## src/rtl/uart_pkg.sv

```systemverilog
// Shared UART definitions: transmitter state type and bit-period helper.
package uart_pkg;

  typedef enum logic [1:0] {
    STT_IDLE  = 2'd0,
    STT_START = 2'd1,
    STT_DATA  = 2'd2,
    STT_STOP  = 2'd3
  } tx_state_t;

  // Clocks per serial bit, truncated toward zero.
  function automatic int unsigned calc_pulse_width(input int unsigned clk_freq,
                                                   input int unsigned baud_rate);
    return clk_freq / baud_rate;
  endfunction

endpackage

```

## src/rtl/uart_if.sv

```systemverilog
// Producer-to-transmitter handshake plus the serial line.
interface uart_if #(
  parameter int unsigned DATA_WIDTH = 8
);
  logic [DATA_WIDTH-1:0] data;
  logic                  valid;
  logic                  ready;
  logic                  sig;

  modport tx (
    input  data,
    input  valid,
    output ready,
    output sig
  );
endinterface

```

## src/rtl/uart_baud_cnt.sv

```systemverilog
// Loadable bit-period down-counter; flags terminal count while at zero.
module uart_baud_cnt #(
  parameter int unsigned PULSE_WIDTH = 10
) (
  input  logic clk,
  input  logic rstn,
  input  logic i_load,
  output logic o_tc_c
);
  localparam int unsigned CNT_W = $clog2(PULSE_WIDTH) + 1;

  logic [CNT_W-1:0] r_cnt;

  // Saturates at zero so an idle counter keeps reporting terminal count.
  always_ff @(posedge clk) begin
    if (!rstn) begin
      r_cnt <= '0;
    end else if (i_load) begin
      r_cnt <= CNT_W'(PULSE_WIDTH - 1);
    end else if (r_cnt != '0) begin
      r_cnt <= r_cnt - CNT_W'(1);
    end
  end

  assign o_tc_c = (r_cnt == '0);
endmodule

```

## src/rtl/uart_tx.sv

```systemverilog
// UART transmitter: start bit, LSB-first payload, stop bit, each one bit period long.
module uart_tx
  import uart_pkg::*;
#(
  parameter int unsigned DATA_WIDTH = 8,
  parameter int unsigned BAUD_RATE  = 115200,
  parameter int unsigned CLK_FREQ   = 200_000_000
) (
  input logic clk,
  input logic rstn,
  uart_if.tx  txif
);
  localparam int unsigned PULSE_WIDTH = calc_pulse_width(CLK_FREQ, BAUD_RATE);
  localparam int unsigned BIT_W       = (DATA_WIDTH > 1) ? $clog2(DATA_WIDTH) : 1;

  tx_state_t             r_state;
  tx_state_t             w_state_nxt;
  logic [DATA_WIDTH-1:0] r_shift;
  logic [DATA_WIDTH-1:0] w_shift_nxt;
  logic [BIT_W-1:0]      r_bit;
  logic [BIT_W-1:0]      w_bit_nxt;
  logic                  r_sig;
  logic                  w_sig_nxt;
  logic                  r_ready;
  logic                  w_load;
  logic                  w_tc;

  uart_baud_cnt #(
    .PULSE_WIDTH(PULSE_WIDTH)
  ) u_baud_cnt (
    .clk   (clk),
    .rstn  (rstn),
    .i_load(w_load),
    .o_tc_c(w_tc)
  );

  // ready is its own flop tracking the next state, so valid never reaches it combinationally.
  always_ff @(posedge clk) begin
    if (!rstn) begin
      r_state <= STT_IDLE;
      r_shift <= '0;
      r_bit   <= '0;
      r_sig   <= 1'b1;
      r_ready <= 1'b1;
    end else begin
      r_state <= w_state_nxt;
      r_shift <= w_shift_nxt;
      r_bit   <= w_bit_nxt;
      r_sig   <= w_sig_nxt;
      r_ready <= (w_state_nxt == STT_IDLE);
    end
  end

  always_comb begin
    w_state_nxt = r_state;
    w_shift_nxt = r_shift;
    w_bit_nxt   = r_bit;
    w_sig_nxt   = r_sig;
    w_load      = 1'b0;
    case (r_state)
      STT_IDLE: begin
        w_sig_nxt = 1'b1;
        if (txif.valid) begin
          w_shift_nxt = txif.data;
          w_sig_nxt   = 1'b0;
          w_bit_nxt   = '0;
          w_load      = 1'b1;
          w_state_nxt = STT_START;
        end
      end
      STT_START: begin
        if (w_tc) begin
          w_sig_nxt   = r_shift[0];
          w_load      = 1'b1;
          w_state_nxt = STT_DATA;
        end
      end
      STT_DATA: begin
        if (w_tc) begin
          w_shift_nxt = r_shift >> 1;
          w_load      = 1'b1;
          if (r_bit == BIT_W'(DATA_WIDTH - 1)) begin
            w_sig_nxt   = 1'b1;
            w_state_nxt = STT_STOP;
          end else begin
            w_sig_nxt = r_shift[1];
            w_bit_nxt = r_bit + BIT_W'(1);
          end
        end
      end
      STT_STOP: begin
        if (w_tc) begin
          w_state_nxt = STT_IDLE;
        end
      end
      default: begin
        w_state_nxt = STT_IDLE;
        w_sig_nxt   = 1'b1;
      end
    endcase
  end

  assign txif.ready = r_ready;
  assign txif.sig   = r_sig;
endmodule

```

## src/flat_wrapper.sv

```systemverilog
// flat-port wrapper written by rule: the top's interface ports become plain ports
module uart_tx_flat import uart_pkg::*;
#(
  parameter int unsigned DATA_WIDTH = 8,
  parameter int unsigned BAUD_RATE  = 115200,
  parameter int unsigned CLK_FREQ   = 200_000_000
)
  (clk, rstn, txif_data, txif_valid, txif_ready, txif_sig);
  uart_if #(.DATA_WIDTH(DATA_WIDTH)) txif_i ();
  input logic clk;
  input logic rstn;
  input wire logic [$bits(txif_i.data)-1:0] txif_data;
  input wire logic [$bits(txif_i.valid)-1:0] txif_valid;
  output wire logic [$bits(txif_i.ready)-1:0] txif_ready;
  output wire logic [$bits(txif_i.sig)-1:0] txif_sig;
  assign txif_i.data = txif_data;
  assign txif_i.valid = txif_valid;
  assign txif_ready = txif_i.ready;
  assign txif_sig = txif_i.sig;
  uart_tx #(.DATA_WIDTH(DATA_WIDTH), .BAUD_RATE(BAUD_RATE), .CLK_FREQ(CLK_FREQ)) u_core (.clk(clk), .rstn(rstn), .txif(txif_i));
endmodule
```

## config.mk

```make
export PLATFORM = sky130hd
export DESIGN_NAME = uart_tx_flat
export DESIGN_NICKNAME = d
export VERILOG_FILES = /design/src/rtl/uart_pkg.sv /design/src/rtl/uart_if.sv /design/src/rtl/uart_baud_cnt.sv /design/src/rtl/uart_tx.sv /design/src/flat_wrapper.sv
export SDC_FILE = /design/constraint.sdc
export NUM_CORES = 1
export LEC_CHECK = 0
export ABC_AREA = 1
export ABC_CLOCK_PERIOD_IN_PS = 1400
export CAP_MARGIN = 0
export CORE_ASPECT_RATIO = 1.1
export CORE_MARGIN = 2
export CORE_UTILIZATION = 25
export DETAILED_ROUTE_END_ITERATION = 10
export HOLD_SLACK_MARGIN = 0.15
export SETUP_SLACK_MARGIN = 0.4
export SYNTH_ARGS = -nofsm -noshare
export SYNTH_HDL_FRONTEND = slang
export SYNTH_SLANG_ARGS = --single-unit
```

## constraint.sdc

```tcl
create_clock -name clk -period 1.4 [get_ports clk]
set_input_delay 0.14 -clock clk [delete_from_list [all_inputs] [get_ports clk]]
set_output_delay 0.14 -clock clk [all_outputs]
set_load 0.01 [all_outputs]
```

# [Word-level counts from Yosys, hierarchy flattened]
# Cells that the tools add are included.
[classes] add_sub_neg=2 eq_ne=8 mux=23 bitwise_logic=1 n_reduce_logical=12
[ops] operator="2-to-1 mux 11 bit" n=2
[ops] operator="2-to-1 mux 8 bit" n=2
[ops] operator="one-hot mux 8 bit (2 select lines)" n=1
[ops] operator="zero test 12 bit" n=1
[ops] operator="nonzero test 12 bit" n=1
[ops] operator="subtractor 12 x 1 -> 12 bit (second input constant)" n=1
[ops] operator="2-to-1 mux 2 bit" n=5
[ops] operator="2-to-1 mux 3 bit" n=3
[ops] operator="!= test 2 bit (second input constant)" n=4
[ops] operator="one-hot mux 2 bit (4 select lines)" n=1
[ops] operator="2-to-1 mux 1 bit" n=6
[ops] operator="one-hot mux 3 bit (2 select lines)" n=1
[ops] operator="AND reduction 3 bit" n=2
[ops] operator="== test 2 bit (second input constant)" n=2
[ops] operator="zero test 2 bit" n=2
[ops] operator="AND reduction 4 bit" n=1
[ops] operator="nonzero test 2 bit" n=2
[ops] operator="OR reduction 2 bit" n=2
[ops] operator="adder 3 x 1 -> 3 bit (second input constant)" n=1
[ops] operator="== test 3 bit (second input constant)" n=1
[ops] operator="one-hot mux 1 bit (3 select lines)" n=1
[ops] operator="nonzero test 3 bit" n=1
[ops] operator="== test 2 x 1 -> 1 bit (second input constant)" n=1
[ops] operator="one-hot mux 1 bit (2 select lines)" n=1
[ops] operator="inverter 1 bit" n=1
[word_totals] reg_bits=27 inputBits=11 output_inout_bits=2 word_cells=53

# [Longest topological paths before layout]
[logic_depth] depth_word=5 ltp_mapped=13 depth_no_buf=13

# [Cells and area by module]
# From an unflattened synthesis, not the netlist that was laid out.
[unflattened] cells_unflattened=220 area_unflattened_um2=1580.3
[modules_own_cells] mod="uart_tx" instances=1 cells_per_inst=127 area_each_um2=893.4 seq_area_each_um2=300.3
[modules_own_cells] mod="uart_baud_cnt" instances=1 cells_per_inst=93 area_each_um2=686.9 seq_area_each_um2=240.2

# [Worst setup path after synthesis]
# OpenSTA, ideal clock, no wires.
[synth_timing] path_type="flip-flop to flip-flop" from="reg u_core.r_state[1]" to="reg u_core.r_shift[4]" setup_time_ns=0.116 t_arrival_ns=1.416 required_ns=1.284 setup_slack_ns=-0.132 path_stages_with_launch=11 path_buffers=1 synth_period_minus_slack_ns=1.532 path_cell_list="dfxtp_1 -> inv_1 -> ha_1 -> inv_1 -> nor2_1 -> nor2_1 -> nand2_2 -> clkinv_4 -> buf_12 -> nand3_2 -> o211a_1"
[synth_between] elab_chain_len=3 elab_cells_between_ends=7 classes_between="eq/ne: 3; mux: 1; reduce/logical: 3"
[synth_rtl] element="start: declaration" line="uart_tx.sv:16" text="tx_state_t r_state;"
[synth_rtl] element="start signal: assignment" line="uart_tx.sv:46" text="r_state <= w_state_nxt;"
[synth_rtl] element="== test 2 bit or zero test 2 bit (tied branches)" line="uart_tx.sv:60" text="case (r_state)"
[synth_rtl] element="!= test 2 bit (no line) or nonzero test 2 bit (tied branches)"
[synth_rtl] element="AND reduction 3 bit (no line)"
[synth_rtl] element="end signal: assignment" line="uart_tx.sv:47" text="r_shift <= w_shift_nxt;"
[synth_rtl] element="end: declaration" line="uart_tx.sv:18" text="logic [DATA_WIDTH-1:0] r_shift;"
# Parallel ways exist; a longest one is shown, timed or not.
# A chain may end at the register's enable or synchronous reset.

# [Worst setup path after layout]
[layout_timing] from="reg u_core.u_baud_cnt.r_cnt[0]" to="reg u_core.r_bit[2]"
[layout_between] elab_chain_len=3
[layout_rtl] element="start: declaration" line="uart_baud_cnt.sv:12" text="logic [CNT_W-1:0] r_cnt;"
[layout_rtl] element="start signal: assignment" line="uart_baud_cnt.sv:19" text="r_cnt <= CNT_W'(PULSE_WIDTH - 1);"
[layout_rtl] element="start signal: assignment" line="uart_baud_cnt.sv:21" text="r_cnt <= r_cnt - CNT_W'(1);"
[layout_rtl] element="zero test 12 bit" line="uart_baud_cnt.sv:25" text="assign o_tc_c = (r_cnt == '0);"
[layout_rtl] element="!= test 2 bit (no line)"
[layout_rtl] element="AND reduction 4 bit (no line)"
[layout_rtl] element="end signal: assignment" line="uart_tx.sv:48" text="r_bit <= w_bit_nxt;"
[layout_rtl] element="end: declaration" line="uart_tx.sv:20" text="logic [BIT_W-1:0] r_bit;"
# No other way between the ends.

==> results_dict.tcl <==
set metrics [dict create \
    status "finished, violations left" \
    violations "setup timing" \
    synth.avg_cell_area_sq_um 7.365 \
    syn_inst 211 \
    ys_ff_latch 27 \
    worstSetupPathType "reg2reg" \
    vias 1447 \
    die_y_um 86.69 \
    antenna_found_initial 0 \
    area_growth_pct 46.05 \
    ant_nets 0 \
    finalPower_w 0.002432 \
    syn_area_sq_mm 0.001554 \
    hold_violations 0 \
    synth-adder-area-share 0.06441 \
    synth_top_family_by_area "simple AND/OR/NAND/NOR gates" \
    diodes 0 \
    p_sw_w 0.0008507 \
    rows 30 \
    multi_input_comb_area_sq_mm 0.001042 \
    htree_levels 1 \
    place.gp.congestion 0.8541 \
    clkLatencyLatePin_ns 0.27 \
    r2r_start "u_core.u_baud_cnt.r_cnt[0]" \
    p_leak_nw 1.050 \
    drive_above_1_share 0.3992 \
    rr_worst_depth 13 \
    postPlaceCellArea_sq_mm 0.002008 \
    tritoncts.num_buffers 3 \
    via_per_inst 4.281 \
    final-seq-area_sq_um 550.5 \
    synth-main-ff-cell "dfxtp_1" \
    wl_um 3635 \
    min_from "txif_data[7]" \
    ios 13 \
    rsz0062_at_grt "true" \
    portBuffers 12 \
    core_area_sq_mm 0.006081 \
    slew_violations 0 \
    fin_ws_ns -0.04382 \
    cts_tree "done" \
    intPower_w 0.001581 \
    final_area_sq_mm 0.002270 \
    cts_hold_buf 0 \
    start_kind "flop" \
    nets 278 \
    dp_cells 324 \
    worstHoldPathCells 3 \
    finalCriticalPeriod_ns 1.444 \
    timing.rr.end "u_core.r_bit[2]" \
    setup_viol 12 \
    yosys.area_share.simple 0.3341 \
    switching_share 0.3498 \
    p_per_area_mw_per_mm2 1071 \
    cts.path.max_buffers 2 \
    r2r_slack_ns -0.04 \
    root_buffer "clkbuf_8" \
    crit_fanout 6 \
    required_ns 1.57 \
    clkPwrFrac 0.185 \
    dr.pass1.iters 4 \
    ys_seq_area_frac 0.3478 \
    drc 0 \
    synth_xor_area_frac 0.01127 \
    hold_ws_ns 0.4502 \
    hpwl_um 2647 \
    fmax_ghz 0.6926 \
    timing.final.crit_share 1.031 \
    synth-compound-area-share 0.1449 \
    wl_per_cell_um 10.75 \
    grt_pass1_wl_um 6437 \
    die_area_sq_mm 0.006863 \
    hold_end "u_core.r_shift[7]" \
    vdd.ir_drop.worst_mv 0.5092 \
    seq_power_share 0.386 \
    synthMuxAreaShare 0 \
    critPathCaptureType "flop" \
    clock_sinks 27 \
    first_global_vias 1430 \
    synth_nets 230 \
    synth_warnings 0 \
    synth_edf_count 0 \
    gr-total-overflow 0 \
    async_flop_share 0 \
    worst_pin_slew_ns 0.2641 \
    maxCapViolations 0 \
    fp.dieW_um 79.17 \
    start_util 0.2556 \
    path_clk_slew_ns 0.10 \
    drt_iter0_drc 48 \
    synth_cell_types 29 \
    grt_max_degree 15 \
    holdCritPathClass "in2reg" \
    arrival_ns 1.61 \
    layout.cells.non_filler 338 \
    max_slew_margin 0.8229 \
    power_frac_comb 0.430 \
    nFillCells 637 \
    grt_use_total 0.1159 \
    fin_skew_ns 0.009151 \
]
[sequential cells by signal, summed over array words and instances (netlist names)]
name,flops
u_core.r_bit,3
u_core.r_shift,8
u_core.txif.sig,1
u_core.r_state,2
u_core.u_baud_cnt.r_cnt,12
u_core.txif.ready,1
[Yosys cell counts (2+ instances only)]
cell type	count	area share
or2_2	2	0.0081
a21oi_1	15	0.048
dfxtp_1	27	0.35
clkinv_4	2	0.011
xor2_1	2	0.011
nor2_1	17	0.041
clkbuf_1	2	0.0048
nand3_2	4	0.026
nand4_1	2	0.0081
nor3_1	5	0.016
nand3_1	16	0.052
ha_1	8	0.064
o21ai_0	6	0.019
nor2_2	4	0.016
o211a_1	7	0.045
o21ai_1	5	0.016
nand2_1	47	0.11
nand2_2	7	0.028
inv_1	23	0.056
[final cells by class]
type                       instances  area share
clock buffer                       4     0.01985
multi-input combinational        153      0.4592
tap                               80     0.04410
timing repair inverter             1    0.002756
sequential                        27      0.2426
timing repair buffer              47      0.1786
inverter                          26     0.05292
[logic make-up after synthesis]
logic type	after synthesis
buf+inv	31
compound gates	36
fa+ha+maj	8
xor+xnor	2
simple gates	107
flops	27
[power by group through the flow]
stage | clock network [W] | registers, W | logic [W]
after detailed placement | 0 | 0.000950 | 0.000835
after floorplan | 0 | 0.000957 | 0.000549
final | 0.000449 | 0.000938 | 0.00104
after global placement | 0 | 0.000949 | 0.000828
after CTS | 0.000464 | 0.000938 | 0.000968
after global routing | 0.000499 | 0.000951 | 0.00117
[worst max-delay path, stage by stage, from the launching register on]
cell	delay, ns
dfxtp_2	0.35
inv_4	0.06
ha_4	0.13
nand3_2	0.08
nor2_2	0.10
nand2_2	0.09
nand2_2	0.10
nand2_4	0.08
inv_8	0.08
nand2_4	0.06
clkinv_4	0.06
nand2_1	0.04
o21ai_1	0.06
nor2_1	0.04
[routing by layer]
layer | global-route usage | routed length (um) | vias up
met5 | 0 | 0 | -
met4 | 0.02351 | 24 | 0
met3 | 0.01875 | 103 | 2
met2 | 0.2018 | 1813 | 21
met1 | 0.1513 | 1694 | 640
li1 | - | - | 784
[layout by cell type, fill, tap and decap left out, types with 4 or more instances in the layout]
| master | n |
|---|---|
| a21oi_1 | 14 |
| buf_4 | 31 |
| clkdlybuf4s50_1 | 10 |
| dfxtp_1 | 21 |
| dfxtp_2 | 5 |
| ha_1 | 4 |
| inv_1 | 17 |
| inv_4 | 5 |
| nand2_1 | 44 |
| nand2_2 | 7 |
| nand2_4 | 4 |
| nand3_1 | 11 |
| nand3_2 | 8 |
| nor2_1 | 9 |
| nor2_2 | 6 |
| nor2_4 | 7 |
| o211a_1 | 7 |
| o21ai_1 | 7 |
[metrics by stage]
stage / util / TNS, ns / worst slack, ns
floorplan: - / 0 / 0.02404
global placement: 0.3302 / -0.2914 / -0.06669
detailed placement: 0.3302 / -0.3464 / -0.07990
CTS: 0.3613 / -0.1387 / -0.04316
global route: 0.3733 / -1.821 / -0.1535
finish: 0.3733 / -0.2325 / -0.04382
[timing repair]
item	in CTS	in global routing
setup buffers	4	5
pin swaps	11	4
endpoints found under the setup margin	29	29
gates cloned	1	0
gates resized for setup	31	15
[worst max-delay path by stage]
stage	from	endpoint	slack (ns)	cells past startpoint
global placement	u_core.u_baud_cnt.r_cnt[1]	u_core.r_bit[2]	-0.07	13
detailed placement	u_core.u_baud_cnt.r_cnt[1]	u_core.r_bit[2]	-0.08	13
floorplan	u_core.u_baud_cnt.r_cnt[0]	u_core.r_shift[0]	0.02	10
CTS	u_core.u_baud_cnt.r_cnt[0]	u_core.r_bit[2]	-0.04	12
global route	u_core.u_baud_cnt.r_cnt[0]	u_core.r_bit[2]	-0.15	13
finish	u_core.u_baud_cnt.r_cnt[0]	u_core.r_bit[2]	-0.04	13
(Power assumes the default switching activity.)
